`config.mk`:
```
export PLATFORM = sky130hd
export DESIGN_NAME = serial_twos_negator
export DESIGN_NICKNAME = d
export VERILOG_FILES = /design/src/rtl/serial_twos_negator_pkg.sv /design/src/rtl/serial_twos_negator_bit_cell.sv /design/src/rtl/serial_twos_negator.sv
export SDC_FILE = /design/constraint.sdc
export NUM_CORES = 1
export LEC_CHECK = 0
export CAP_MARGIN = 20
export CELL_PAD_IN_SITES_DETAIL_PLACEMENT = 1
export CELL_PAD_IN_SITES_GLOBAL_PLACEMENT = 2
export CORE_MARGIN = 4
export CORE_UTILIZATION = 29
export DETAILED_ROUTE_END_ITERATION = 8
export GPL_ROUTABILITY_DRIVEN = 0
export GPL_TIMING_DRIVEN = 0
export PLACE_DENSITY_LB_ADDON = 0.3
export SYNTH_ARGS = -nofsm -noshare
export SYNTH_HDL_FRONTEND = slang
export SYNTH_SLANG_ARGS = --single-unit
```
`constraint.sdc`:
```
create_clock -name clk -period 2.2 [get_ports clk]
set_clock_uncertainty 0.1 [all_clocks]
set_input_delay 0.22 -clock clk [delete_from_list [all_inputs] [get_ports clk]]
set_output_delay 0.22 -clock clk [all_outputs]
set_load 0.005 [all_outputs]
```
`src/rtl/serial_twos_negator_pkg.sv`:
```
// rtl/serial_twos_negator_pkg.sv - shared FSM state encoding for the serial two's-complement negator
//
// Purpose: FSM state constants shared by the negator top and its bench-facing documentation.
//   S_IDLE  = 2'd0  waiting for start, ready=1
//   S_SHIFT = 2'd1  one operand bit per cycle, LSB first
//   S_DONE  = 2'd2  single-cycle result-complete state
package serial_twos_negator_pkg;

  typedef enum logic [1:0] {
    S_IDLE  = 2'd0,
    S_SHIFT = 2'd1,
    S_DONE  = 2'd2
  } state_e;

endpackage

```
`src/rtl/serial_twos_negator_bit_cell.sv`:
```
// rtl/serial_twos_negator_bit_cell.sv - copy-until-first-1-then-invert cell for serial negation
//
// Purpose: one bit slice of -A = ~A + 1 evaluated LSB first. Bits up to and including the first 1
//   pass unchanged; every later bit is inverted. The seen_one flag stands in for the +1 carry chain.
// Ports:
//   b           in   current operand bit
//   seen_one_q  in   a 1 has already passed through the cell in this operation
//   out         out  negated result bit
//   seen_one_d  out  updated flag for the next bit
module negate_bit_cell (
  input  logic b,
  input  logic seen_one_q,
  output logic out,
  output logic seen_one_d
);

  logic b_n;
  logic seen_n;

  // Inverters are NANDs with both inputs tied together.
  assign b_n    = ~(b & b);
  assign seen_n = ~(seen_one_q & seen_one_q);

  // Select inverted bit once a 1 has been seen, original bit before that.
  assign out        = (seen_one_q & b_n) | (seen_n & b);
  assign seen_one_d = seen_one_q | b;

endmodule

```
`src/rtl/serial_twos_negator.sv`:
```
// rtl/serial_twos_negator.sv - bit-serial two's-complement negator with reassembled parallel result
//
// Purpose: accepts a WIDTH-bit operand, streams -a LSB first on sout/sout_valid over WIDTH cycles,
//   then presents the assembled result on neg_a with a one-cycle done pulse.
// Ports:
//   clk         in   clock, all state on posedge
//   rst         in   synchronous active-high reset
//   start       in   load a and begin (accepted only while ready)
//   a           in   operand, sampled on the accepting edge
//   ready       out  idle, can accept start
//   busy        out  shifting
//   sout        out  current negated bit, LSB first
//   sout_valid  out  sout carries a result bit
//   neg_a       out  assembled -a, stable from done until the next accepted start
//   done        out  one-cycle result-complete pulse
//   ovf         out  operand was the most-negative value (result wraps to itself)
module serial_twos_negator
  import serial_twos_negator_pkg::*;
#(
  parameter int WIDTH = 4
) (
  input  logic             clk,
  input  logic             rst,
  input  logic             start,
  input  logic [WIDTH-1:0] a,
  output logic             ready,
  output logic             busy,
  output logic             sout,
  output logic             sout_valid,
  output logic [WIDTH-1:0] neg_a,
  output logic             done,
  output logic             ovf
);

  localparam int CW = $clog2(WIDTH) + 1;
  localparam logic [CW-1:0] LAST_BIT = CW'(WIDTH - 1);
  localparam logic [WIDTH-1:0] MOST_NEG = {1'b1, {(WIDTH-1){1'b0}}};

  state_e           state_q, state_d;
  logic [WIDTH-1:0] sr_q, sr_d;
  logic [WIDTH-1:0] neg_q, neg_d;
  logic [CW-1:0]    cnt_q, cnt_d;
  logic             seen_q, seen_d;
  logic             ovf_q, ovf_d;

  logic             cell_out;
  logic             cell_seen;

  negate_bit_cell u_cell (
    .b          (sr_q[0]),
    .seen_one_q (seen_q),
    .out        (cell_out),
    .seen_one_d (cell_seen)
  );

  // State and datapath registers.
  always_ff @(posedge clk) begin
    if (rst) begin
      state_q <= S_IDLE;
      sr_q    <= '0;
      neg_q   <= '0;
      cnt_q   <= '0;
      seen_q  <= 1'b0;
      ovf_q   <= 1'b0;
    end else begin
      state_q <= state_d;
      sr_q    <= sr_d;
      neg_q   <= neg_d;
      cnt_q   <= cnt_d;
      seen_q  <= seen_d;
      ovf_q   <= ovf_d;
    end
  end

  // Next-state logic.
  always_comb begin
    state_d = state_q;
    case (state_q)
      S_IDLE:  if (start) state_d = S_SHIFT;
      S_SHIFT: if (cnt_q == LAST_BIT) state_d = S_DONE;
      S_DONE:  state_d = S_IDLE;
      default: state_d = S_IDLE;
    endcase
  end

  // Datapath next values.
  always_comb begin
    sr_d   = sr_q;
    neg_d  = neg_q;
    cnt_d  = cnt_q;
    seen_d = seen_q;
    ovf_d  = ovf_q;
    case (state_q)
      S_IDLE: begin
        if (start) begin
          sr_d   = a;
          cnt_d  = '0;
          seen_d = 1'b0;
          ovf_d  = (a == MOST_NEG);
        end
      end
      S_SHIFT: begin
        // Result fills from the MSB end so the LSB lands at bit 0 after WIDTH shifts.
        neg_d  = {cell_out, neg_q[WIDTH-1:1]};
        sr_d   = sr_q >> 1;
        seen_d = cell_seen;
        cnt_d  = cnt_q + 1'b1;
      end
      default: ;
    endcase
  end

  // Outputs.
  always_comb begin
    ready      = (state_q == S_IDLE);
    busy       = (state_q == S_SHIFT);
    sout_valid = (state_q == S_SHIFT);
    sout       = (state_q == S_SHIFT) ? cell_out : 1'b0;
    done       = (state_q == S_DONE);
    neg_a      = neg_q;
    ovf        = ovf_q;
  end

endmodule

```
==> summary.md <==
| Metric | Value |
|---|---|
| First-pass GRT wire length | 2.76 mm |
| Hold_sp | neg_a[0] |
| Post-CTS setup buffers | 0 |
| Worst path depth | 6 |
| # setup viols final | 0 |
| Max-slew headroom | between 60% and 70% |
| Post-Synth Adder-Cell Area | between 5 and 6% |
| Crit path kind | register to output pin |
| Synthesized flop and latch total | 15 |
| Die area | 3150 µm² |
| Unrepaired setup endpoints after global routing | false |
| Crit-path max cell delay | 0.49 ns |
| CTS tree | done |
| Post-place setup slack | 0.494 ns |
| CTS sink count | 15 |
| Static leakage | 0.343 nW |
| Iter 0 DRT Violations | 0 |
| H-tree Lvls | 1 |
| Status | finished, final reports clean |
| Via count | around 560 |
| Top-level I/O count | 17 |
| CP Data Arrival Time | 1.68 ns |
| Clock Tree Buf Depth | 2 |
| Reg2reg path depth | 4 |
| Pint | between 0.0004 and 0.0005 W |
| Initial antenna violation count | 0 |
| Reg2reg setup slack | between 0.9 and 1 ns |
| Hold EP | neg_a[0] |
| Max-cap viol count | 0 |
| Pre-antenna DRT Iters | 1 |
| Final #Nets | approximately 110 |
| Hold depth | 2 |
| Setup crit start | state_q[1] |
| GRT Total Usage | 11.0% |
| FF-to-FF End | cnt_q[2] |
| Post-route clock period utilization | about 91% |
| Critical path endpoint category | output pin |
| Slew Limit Fails | 0 |
| Ys Warns | 0 |
| Seq/Total Area, Yosys | between 40% and 50% |
| Detail Route Antenna Nets | 0 |
| Num CTS Buffers | 3 |
| Core area | 2210 µm² |
| Die span in y | 56.1 µm |
| Min cycle time layout | 2.00 ns |
| Post-route DRC | 0 |
| Starting Density | 30.4% |
| Syn nets | 84 |
| Grt total ovfl | 0 |
| Layout cells sized above 1 | about a tenth |
| CP top delay family | buffers and inverters |
| Post-synthesis instance area | 672 µm² |
| Vias in the first global route | just under 600 |
| Final Hold Fails | 0 |
| Clock transition at the registers of the reported paths | 0.09 ns |
| Setup slack after layout | 0.200 ns |
| Mux cell area share after synthesis | ~7.4% |
| Critical Path RT | 1.88 ns |
| Mean post-synth cell area | 9.08 µm² |
| Post-Synthesis Cells | 74 |
| Row cnt | 17 |
| N_diodes | 0 |
| P&R area growth vs syn | 33.0% |
| WL/cell | 12.4 µm |
| Bufs and invs on worst path | 4 |
| Clock insertion delay at the later pin of the skew report | 0.28 ns |
| Element type at the critical path start | register |
| CTS Hold Bufs | 0 |
| Synth Area in XOR/XNOR | 0% |
| FMAX | 500 MHz |
| Vias per cell | 4.58 |
| CP max stage cell | clkdlybuf4s50_1 |
| Simple-Gate Fraction of Synth Area | about 17% |
| Clock Power Share | 29.1% |
| Worst vdd ir | ~0.00027 V |
| Switching pwr | 0.000134 W |
| Comb power frac | 16.9% |
| Power Dens Cells | 601 nW/µm² |
| FF-to-FF Start | cnt_q[0] |
| Setup tns final | 0 ns |
| Largest net degree at the start of global routing | 11 |
| CP Max Fanout | 8 |
| Final hold slack | 0.361 ns |
| Cell Chain, Critical Path | nand2b_1 -> buf_6 -> inv_4 -> nand2_1 -> inv_1 -> clkdlybuf4s50_1 |
| Sequential Power Share | a little over half |
| Root Driver | clkbuf_4 |
| Chip Width | 56.1 µm |
| Post-DP HPWL | 1.16 mm |
| Post-CTS sizing | 0 |
| IO buf count | 16 |
| Sw frac | approximately a quarter |
| Compound-cell area share of the yosys netlist | between 10% and 20% |
| Count of different cell masters after synthesis | 22 |
| Total wire length | 1.52 mm |
| Largest family of logic cells by synthesized area | simple AND/OR/NAND/NOR gates |
| Least-Margin Pin Slew | 0.474 ns |
| Hold Path Class | register to register |
tightest hold or removal path: stages (launching register included):
cell	delay, ns
dfxtp_1	0.32
nand2_1	0.05
a21oi_1	0.05
power by group through the flow:
stage                     sequential, W  clock, W  combinational, W
after floorplan                0.000296         0         0.0000529
after global placement         0.000297         0         0.0000899
after detailed placement       0.000297         0         0.0000936
after CTS                      0.000291  0.000165         0.0000938
after global routing           0.000292  0.000177          0.000103
final                          0.000290  0.000156         0.0000907
layer usage:
metal / track usage [%] / vias up / part of all wire (%)
met2: 17.4 / 2 / 48
met4: 5.08 / 0 / 0.72
li1: - / 294 / -
met3: 2.09 / 2 / 1.5
met5: 0 / - / 0
met1: 14.4 / 261 / 50
state kept, by name, indices dropped and copies added, names as in the netlist:
register,count
state_q,2
ovf,1
seen_q,1
sr_q,4
neg_a,4
cnt_q,3
Yosys cell counts:
| master | number | area, µm² |
|---|---|---|
| nand2b_1 | 1 | 6.26 |
| o21ai_0 | 2 | 10.0 |
| nor2_2 | 1 | 6.26 |
| nor3b_1 | 1 | 7.51 |
| inv_4 | 1 | 6.26 |
| buf_6 | 3 | 33.8 |
| nand2_1 | 9 | 33.8 |
| o22a_1 | 2 | 17.5 |
| and2b_2 | 1 | 8.76 |
| a211oi_1 | 4 | 30.0 |
| nor3_1 | 2 | 10.0 |
| dfxtp_1 | 15 | 300 |
| inv_1 | 5 | 18.8 |
| nor2_1 | 8 | 30.0 |
| a21oi_1 | 6 | 30.0 |
| nand3_1 | 1 | 5.00 |
| ha_1 | 3 | 37.5 |
| buf_4 | 1 | 7.51 |
| clkbuf_1 | 1 | 3.75 |
| o21ba_1 | 1 | 10.0 |
| mux2i_1 | 5 | 50.1 |
| nor4b_1 | 1 | 8.76 |
area by class of cell:
cell class                 instances  area, µm²
tap                               28       35.0
clock buffer                       4       26.3
buffer                             5       45.0
fill                             272       1320
inverter                           6       25.0
multi-input combinational         48        302
timing repair buffer              16        160
sequential                        15        300
through the flow:
step	util (%)	instance area [µm²]	total power (W)	cells
floorplan	-	672	0.000349	74
global placement	39.2	867	0.000387	118
detailed placement	39.2	867	0.000391	118
CTS	40.4	893	0.000549	122
global route	40.4	893	0.000572	122
finish	40.4	893	0.000537	122
cells by family after synthesis:
group | Yosys count
simple gates | 25
flops | 15
mux | 5
fa+ha+maj | 3
buf+inv | 11
compound gates | 15
layout by cell type (no fill, tap or decap):
master	count
clkdlybuf4s50_1	16
dfxtp_1	15
nand2_1	9
nor2_1	8
a21oi_1	6
inv_1	5
mux2i_1	5
a211oi_1	4
buf_6	3
ha_1	3
clkbuf_4	3
clkbuf_1	2
nor3_1	2
o21ai_0	2
o22a_1	2
nand2b_1	1
inv_4	1
and2b_2	1
nand3_1	1
o21ba_1	1
nor4b_1	1
nor3b_1	1
nor2_2	1
buf_4	1
how the worst max path moves through the flow:
stage,to,slack (ns)
finish,sout,0.20
detailed placement,sout,0.49
global placement,sout,0.49
global route,sout,0.09
floorplan,cnt_q[2],1.01
CTS,sout,0.16
No activity file was read; power rests on OpenSTA's default activity.
